`src/rtl/capture_seq_ctrl.sv`:
```
// ADC capture-and-readout sequencer: fills the capture memory, then replays it as framed packets.
// Optional ramp self-test path is compiled in with `define CAPSEQ_SELF_TEST_EN.
module capture_seq_ctrl #(
   parameter int AW = 15,
   parameter int DW = 18
) (
   input  logic          clk,
   input  logic          rst,
   input  logic          cfg_capture_mode,
   input  logic          cfg_capture_start,
   input  logic          cfg_capture_again,
   input  logic [1:0]    cfg_pkt_data_length,
   input  logic [15:0]   cfg_pkt_idle_length,
`ifdef CAPSEQ_SELF_TEST_EN
   input  logic          cfg_self_test_mode,
`endif
   input  logic          rd_en,
   output logic          mem_wr_en,
   output logic [AW-1:0] mem_wr_addr,
   output logic          mem_rd_en,
   output logic [AW-1:0] mem_rd_addr,
   input  logic [DW-1:0] mem_rd_data,
   output logic [DW-1:0] pkt_data,
   output logic          pkt_valid,
   output logic          pkt_sop,
   output logic          pkt_eop,
   output logic          busy,
   output logic          done
);

   localparam logic [2:0] S_IDLE    = 3'd0;
   localparam logic [2:0] S_CAPTURE = 3'd1;
   localparam logic [2:0] S_SEND    = 3'd2;
   localparam logic [2:0] S_GAP     = 3'd3;
   localparam logic [2:0] S_DONE    = 3'd4;

   localparam logic [AW-1:0] ADDR_LAST = '1;
   localparam logic [AW-1:0] ADDR_ONE  = {{(AW-1){1'b0}}, 1'b1};

   logic [2:0]    state_q, state_d;
   logic          start_q, again_q;
   logic          mode_q, mode_d;
   logic [1:0]    len_q, len_d;
   logic [15:0]   idle_q, idle_d;
   logic [AW-1:0] wr_addr_q, wr_addr_d;
   logic [AW-1:0] rd_addr_q, rd_addr_d;
   logic [8:0]    word_cnt_q, word_cnt_d;
   logic [15:0]   gap_cnt_q, gap_cnt_d;
   logic          pkt_valid_q, pkt_valid_d;
   logic          pkt_sop_q, pkt_sop_d;
   logic          pkt_eop_q, pkt_eop_d;
   logic          selftest_q;
`ifdef CAPSEQ_SELF_TEST_EN
   logic          selftest_d;
   logic [AW-1:0] pkt_addr_q, pkt_addr_d;
`endif

   logic       start_rise, again_rise, abort, enter_capture, last_word;
   logic [8:0] word_last;

   always_comb begin
      state_d     = state_q;
      mode_d      = mode_q;
      len_d       = len_q;
      idle_d      = idle_q;
      wr_addr_d   = wr_addr_q;
      rd_addr_d   = rd_addr_q;
      word_cnt_d  = word_cnt_q;
      gap_cnt_d   = gap_cnt_q;
      pkt_valid_d = 1'b0;
      pkt_sop_d   = 1'b0;
      pkt_eop_d   = 1'b0;
`ifdef CAPSEQ_SELF_TEST_EN
      selftest_d  = selftest_q;
      pkt_addr_d  = pkt_addr_q;
`endif
      start_rise    = cfg_capture_start & ~start_q;
      again_rise    = cfg_capture_again & ~again_q;
      abort         = (state_q != S_IDLE) & ~cfg_capture_start;
      enter_capture = 1'b0;
      word_last     = 9'((10'd64 << len_q) - 10'd1);
      last_word     = (word_cnt_q == word_last) | (rd_addr_q == ADDR_LAST);

      case (state_q)
         S_IDLE: enter_capture = start_rise;
         S_CAPTURE: begin
            wr_addr_d = wr_addr_q + ADDR_ONE;
            if (wr_addr_q == ADDR_LAST) begin
               state_d    = S_SEND;
               rd_addr_d  = '0;
               word_cnt_d = '0;
            end
         end
         S_SEND: begin
            if (rd_en) begin
               pkt_valid_d = 1'b1;
               pkt_sop_d   = (word_cnt_q == 9'd0);
               pkt_eop_d   = last_word;
               rd_addr_d   = rd_addr_q + ADDR_ONE;
               word_cnt_d  = word_cnt_q + 9'd1;
`ifdef CAPSEQ_SELF_TEST_EN
               pkt_addr_d  = rd_addr_q;
`endif
               if (rd_addr_q == ADDR_LAST) begin
                  state_d = S_DONE;
               end else if (last_word) begin
                  word_cnt_d = '0;
                  gap_cnt_d  = '0;
                  if (idle_q != 16'd0) state_d = S_GAP;
               end
            end
         end
         S_GAP: begin
            if (rd_en) begin
               gap_cnt_d = gap_cnt_q + 16'd1;
               if (gap_cnt_q == idle_q - 16'd1) begin
                  state_d    = S_SEND;
                  word_cnt_d = '0;
                  gap_cnt_d  = '0;
               end
            end
         end
         S_DONE: enter_capture = mode_q | again_rise;
         default: state_d = S_IDLE;
      endcase

      if (enter_capture) begin
         state_d   = S_CAPTURE;
         wr_addr_d = '0;
         mode_d    = cfg_capture_mode;
         len_d     = cfg_pkt_data_length;
         idle_d    = cfg_pkt_idle_length;
`ifdef CAPSEQ_SELF_TEST_EN
         selftest_d = cfg_self_test_mode;
`endif
      end

      // Abort wins over every other transition and also kills the in-flight read's valid.
      if (abort) begin
         state_d     = S_IDLE;
         wr_addr_d   = '0;
         rd_addr_d   = '0;
         word_cnt_d  = '0;
         gap_cnt_d   = '0;
         pkt_valid_d = 1'b0;
         pkt_sop_d   = 1'b0;
         pkt_eop_d   = 1'b0;
      end
   end

   always_ff @(posedge clk or posedge rst) begin
      if (rst) begin
         state_q     <= S_IDLE;
         start_q     <= 1'b0;
         again_q     <= 1'b0;
         mode_q      <= 1'b0;
         len_q       <= '0;
         idle_q      <= '0;
         wr_addr_q   <= '0;
         rd_addr_q   <= '0;
         word_cnt_q  <= '0;
         gap_cnt_q   <= '0;
         pkt_valid_q <= 1'b0;
         pkt_sop_q   <= 1'b0;
         pkt_eop_q   <= 1'b0;
      end else begin
         state_q     <= state_d;
         start_q     <= cfg_capture_start;
         again_q     <= cfg_capture_again;
         mode_q      <= mode_d;
         len_q       <= len_d;
         idle_q      <= idle_d;
         wr_addr_q   <= wr_addr_d;
         rd_addr_q   <= rd_addr_d;
         word_cnt_q  <= word_cnt_d;
         gap_cnt_q   <= gap_cnt_d;
         pkt_valid_q <= pkt_valid_d;
         pkt_sop_q   <= pkt_sop_d;
         pkt_eop_q   <= pkt_eop_d;
      end
   end

`ifdef CAPSEQ_SELF_TEST_EN
   always_ff @(posedge clk or posedge rst) begin
      if (rst) begin
         selftest_q <= 1'b0;
         pkt_addr_q <= '0;
      end else begin
         selftest_q <= selftest_d;
         pkt_addr_q <= pkt_addr_d;
      end
   end
`else
   assign selftest_q = 1'b0;
`endif

   always_comb begin
      mem_wr_en   = (state_q == S_CAPTURE) & ~selftest_q;
      mem_wr_addr = (state_q == S_CAPTURE) ? wr_addr_q : '0;
      mem_rd_en   = (state_q == S_SEND) & rd_en;
      mem_rd_addr = mem_rd_en ? rd_addr_q : '0;
      pkt_valid   = pkt_valid_q;
      pkt_sop     = pkt_sop_q;
      pkt_eop     = pkt_eop_q;
      pkt_data    = '0;
`ifdef CAPSEQ_SELF_TEST_EN
      if (pkt_valid_q) pkt_data = selftest_q ? DW'(pkt_addr_q) : mem_rd_data;
`else
      if (pkt_valid_q) pkt_data = mem_rd_data;
`endif
      busy        = (state_q == S_CAPTURE) | (state_q == S_SEND) | (state_q == S_GAP);
      done        = (state_q == S_DONE);
   end

endmodule

```
`config.mk`:
```
export PLATFORM = sky130hd
export DESIGN_NAME = capture_seq_ctrl
export DESIGN_NICKNAME = d
export VERILOG_FILES = /design/src/rtl/capture_seq_ctrl.sv
export SDC_FILE = /design/constraint.sdc
export NUM_CORES = 1
export LEC_CHECK = 0
export ABC_AREA = 1
export CELL_PAD_IN_SITES_DETAIL_PLACEMENT = 0
export CELL_PAD_IN_SITES_GLOBAL_PLACEMENT = 1
export CORE_ASPECT_RATIO = 1.5
export CORE_MARGIN = 8
export CORE_UTILIZATION = 41
export DETAILED_ROUTE_END_ITERATION = 8
export PLACE_DENSITY_LB_ADDON = 0.05
export SYNTH_ARGS = -nofsm -noshare
export SYNTH_HDL_FRONTEND = slang
export SYNTH_SLANG_ARGS = --single-unit
```
`constraint.sdc`:
```
create_clock -name clk -period 7.1 [get_ports clk]
set_input_delay 0.71 -clock clk [delete_from_list [all_inputs] [get_ports clk]]
set_output_delay 0.71 -clock clk [all_outputs]
set_load 0.02 [all_outputs]
```
=== After elaboration in Yosys (flattened, before gate mapping) ===
Cells that the tools add are included.

* Register bits after elaboration: 82
* Input bits: 42
* Output and inout port bits: 55
* Word-level logic and storage cells: 110

* Add/subtract/negate cells: 6
* Equality and inequality tests: 21
* Shift-type cells: 1
* Muxes and demuxes: 45
* Bitwise gates (word level): 11
* Reduce and logical (&&, ||, !) cells: 13

{| class="wikitable"
|+ Operators with widths
! cell !! number
|-
| 2-to-1 mux 15 bit || 8
|-
| 2-to-1 mux 16 bit || 6
|-
| 2-to-1 mux 9 bit || 7
|-
| one-hot mux 16 bit (2 select lines) || 1
|-
| adder 15 x 1 -> 15 bit (second input constant) || 2
|-
| == test 15 bit (second input constant) || 2
|-
| one-hot mux 15 bit (2 select lines) || 1
|-
| 2-to-1 mux 3 bit || 9
|-
| one-hot mux 9 bit (3 select lines) || 1
|-
| 2-to-1 mux 18 bit || 1
|-
| adder 16 x 1 -> 16 bit (second input constant) || 1
|-
| == test 16 bit || 1
|-
| nonzero test 16 bit || 1
|-
| subtractor 16 x 1 -> 16 bit (second input constant) || 1
|-
| inequality test 3 bit (second input constant) || 5
|-
| inequality test 4 bit (second input constant) || 3
|-
| one-hot mux 3 bit (4 select lines) || 1
|-
| nonzero test 3 bit || 4
|-
| inequality test 5 bit (second input constant) || 2
|-
| AND reduction 5 bit || 2
|-
| adder 9 x 1 -> 9 bit (second input constant) || 1
|-
| == test 9 bit || 1
|-
| logical NOT 9 bit || 1
|-
| 2-to-1 mux 1 bit || 9
|-
| other kinds (16) || 26
|}

=== Depth between registers and ports, before layout ===
* Word-level depth: 10
* Mapped depth: 18

=== Worst setup path after synthesis ===
No wires, ideal clock.

* Path kind: input -> output
* From: input port rd_en
* To: output port mem_rd_addr[10]
* Arrival: 1.894 ns
* Data required time: 6.390 ns
* Slack: 4.496 ns
* Cell stages on the path: 5
* Cells stage by stage: inv_1 > nor2_1 > clkinv_1 > clkbuf_1 > nor2_1

* Cells in the longest elaborated chain, start to end: 2

{| class="wikitable"
|+ Ends and longest elaborated chain
! element !! RTL line !! source
|-
| from (decl) || 17 || <nowiki>input logic rd_en,</nowiki>
|-
| AND 1 bit || 200 || <nowiki>mem_rd_en = (state_q == S_SEND) & rd_en;</nowiki>
|-
| named net mem_rd_en || 20 || <nowiki>output logic mem_rd_en,</nowiki>
|-
| 2-to-1 mux 15 bit || 201 || <nowiki>mem_rd_addr = mem_rd_en ? rd_addr_q : '0;</nowiki>
|-
| to (decl) || 21 || <nowiki>output logic [AW-1:0] mem_rd_addr,</nowiki>
|}

The timed path passes the listed nets, and every way through them passes these cells.

=== Worst setup path in the final report ===
* From: input port rd_en
* To: output port mem_rd_addr[14]

* Cells in the longest elaborated chain, start to end: 2

{| class="wikitable"
|+ Ends and longest elaborated chain
! element !! RTL line
|-
| AND 1 bit || 200
|-
| 2-to-1 mux 15 bit || 201
|}

Every way passes these cells.

==> key figures <==
Drt
  – Number of routed nets with antenna violations: 0
  – Residual DRC: 0
  – DR vias/cell: just over 5
  – Wire per inst: 14.86 um
  – Pre-antenna DRT Iters: 4
  – Final WL: approximately 15000 um
  – Via count: 4986
  – Initial DRC count: 240

Die
  – Initial Util: 0.4196
  – Die area: approximately 0.017 mm2
  – I/O pin count: 97
  – Site row count: 50
  – Core Region: 0.01251 mm2
  – Die Span X: 108.4 um
  – Die H: 154.6 um

Pwr
  – Overall power: between 1500 and 2000 uW
  – Combinational group share of total power: 0.419
  – Sw frac: 0.4275
  – Psw: 797.3 uW
  – Power Internal: 1068 uW
  – Peak supply drop: 0.1366 mV
  – PD cells: between 200 and 300 mW/mm2
  – Clock power frac: 0.245
  – Seq pwr share: 0.336
  – LEAKAGE: 0.002936 uW

Yosys
  – Distinct cells, synth: 43
  – Synth Warn #: 0
  – Synth area leader: dfrtp_1
  – Top-area cell type share of the netlist area: 0.3908
  – FFs w/ async S/R, synth: 1.000
  – Top cells by count, synth: nand2_1, inv_1, nor2_1
  – Mapped cell area: approximately 0.0053 mm2
  – Synth area leaders: dfrtp_1, nand2_1, inv_1, nor2_1, nand3_1
  – Synth Net Count: 786
  – Register bit count reported by yosys: 82
  – Syn Inst Count: roughly 740
  – Ys flop type: dfrtp_1
  – Sequential area share after synthesis: 0.3908
  – Top-count cell post-synth: nand2_1
  – Syn avg cell area: 7.114 um2
  – EDFF count, synth: 0

Global routing
  – GR Util met1: 0.1971
  – Met2 Track Usage GR: 0.3349
  – Vias in the first global route: 4968
  – Grt peak-use layer: met2
  – Initial antenna violation count: 0
  – Total track usage: 0.1796
  – Largest net degree at the start of global routing: 46
  – Global route overflow: 0
  – First-pass GRT wire length: 24110 um
  – Routing usage on met3: 0.03245

Clock tree
  – Clk slew on worst S/H paths: 0.06 ns
  – H-tree depth: 3
  – Root buf cell: clkbuf_16
  – Sink Count: between 80 and 90
  – Worst skew pair latency: 0.34 ns
  – CTS hold repair buffers: 0
  – Cts bufs inserted: 9
  – CTS tree: yes
  – CTS resizes: 0
  – Postcts setup bufs: 0
  – CTS max path bufs: 2

Cells and area
  – Syn-to-layout area delta: 26.00%
  – Nets@finish: 881
  – Final Instance Area: 0.006615 mm2
  – Inserted Diodes: 0
  – Fraction of layout cells with a size suffix above 1: 0.07775
  – Final cell utilization of the core: 0.5287
  – Fillers: 1284

Place
  – Port Buf Inserts: 96
  – Worst slack, placed: 3.667 ns
  – Post-DP HPWL: 11420 um
  – DP Area: 0.006340 mm2
  – Global placement routability congestion: 0.8576

Critical path
  – Crit path DAT: ~2.8 ns
  – Critical path class: input pin to output pin
  – CP max stage cell: clkdlybuf4s50_1
  – CP Buf/Inv Count: 4
  – Critical path peak fanout: 17
  – Startpoint types: input pin
  – Crit-path cells: clkdlybuf4s50_1 -> inv_1 -> nor2_1 -> clkinv_1 -> nor2_1 -> clkdlybuf4s50_1
  – Top delay family on crit path: buffers and inverters
  – Crit end category: output pin
  – Slowest stage delay, CP: 0.64 ns
  – CP Data Required Time: 6.39 ns

STA
  – Max-slew headroom: 0.5139
  – RSZ-0062 raised after global routing: no
  – Post-route minimum period: 3.477 ns
  – Finish-stage setup viols: 0
  – Hold Fails Final Rpt: 0
  – Worst Setup Slack, final: 3.623 ns
  – Clock Skew: roughly 0.012 ns
  – TNS Setup: 0 ns
  – Fmax: 287.6 MHz
  – Slew @ Worst Pin: 0.7273 ns
  – Final period utilization: 0.4897
  – Max Slew Vio Count: 0

Run status
  – Outcome: complete, no violations

Min path
  – Worst Hold Class: flop to flop

Run
  – Max Cap Violations: 0
-- metal layers --
metal  part of all wire  up-vias
met5                  0        -
met4              0.016        0
met3              0.031       17
met2               0.55       68
met1               0.40     2378
li1                   -     2523
-- worst reg2reg max path: stages (launching register included) --
cell	delay, ns
dfrtp_1	0.40
inv_1	0.09
nor2_1	0.05
nand2_1	0.54
nor2_1	0.21
nand2_1	0.18
nand3_2	0.18
nor2_1	0.41
inv_1	0.14
o21ai_0	0.10
a21oi_1	0.06
-- per-stage QoR --
| stage | std cells | hold WS (ns) |
|---|---|---|
| floorplan | 738 | 0.4546 |
| global placement | 978 | 0.4683 |
| detailed placement | 978 | 0.4886 |
| CTS | 992 | 0.5029 |
| global route | 992 | 0.5249 |
| finish | 992 | 0.4935 |
-- cell type report --
cell class / instances / area [um2] / share of cell area
Multi-Input combinational cell: 518 / 2650 / 0.4006
Sequential cell: 82 / 2052 / 0.3102
Clock buffer: 11 / 232.7 / 0.03518
Timing Repair Buffer: 98 / 975.9 / 0.1475
Inverter: 124 / 466.7 / 0.07055
Tap cell: 156 / 195.2 / 0.02951
Clock inverter: 3 / 42.54 / 0.006431
-- cells by family after synthesis --
family / share of synthesized area
simple gates: 0.3327
fa+ha+maj: 0.01430
flops: 0.3908
mux: 0.01072
compound gates: 0.1053
buf+inv: 0.1044
xor+xnor: 0.04171
-- sequential cells by signal (all words and copies together) (netlist names), 2 cells and up --
signal      count
gap_cnt_q      16
idle_q         16
rd_addr_q      15
wr_addr_q      15
word_cnt_q      9
state_q         3
len_q           2
-- power groups by stage --
stage / registers, uW / clock network, uW / logic (uW)
6_report: 626 / 457 / 782
5_1_grt: 639 / 483 / 885
4_1_cts: 628 / 467 / 789
3_5_place_dp: 636 / 0 / 784
3_3_place_gp: 634 / 0 / 772
2_1_floorplan: 608 / 0 / 603
-- cells in the final DEF, fill, tap and decap left out, drive strengths merged --
cell type	Yosys	final
dfrtp	82	82
o21bai	1	1
mux2	5	5
a311oi	1	1
a21oi	33	33
a32oi	1	1
clkbuf	7	11
clkinv	2	4
a21boi	1	1
buf	7	2
a22oi	1	1
clkdlybuf4s50	0	96
inv	122	121
ha	6	6
o21ai	44	44
xnor2	5	5
o21a	3	3
o31ai	1	1
a221oi	1	1
nor2	108	108
nor4	4	4
xor2	20	20
clkinvlp	0	1
nor3b	4	4
bufinv	0	1
nand4	13	13
o22ai	1	1
or2	1	1
a211oi	1	1
nand3	52	52
nand3b	3	3
nand2	184	184
a31oi	6	6
nor3	18	18
-- worst paths after layout --
check	start	to	slack (ns)	cells past startpoint
max reg2reg	state_q[0]	rd_addr_q[6]	4.63	10
min reg2reg	rd_addr_q[6]	rd_addr_q[6]	0.49	1
max	rd_en	mem_rd_addr[14]	3.62	6
min in group asynchronous	rst	idle_q[8]	0.77	2
max in group asynchronous	rst	rd_addr_q[14]	5.27	3
min	rd_addr_q[6]	rd_addr_q[6]	0.49	1
(Power assumes the default switching activity.)
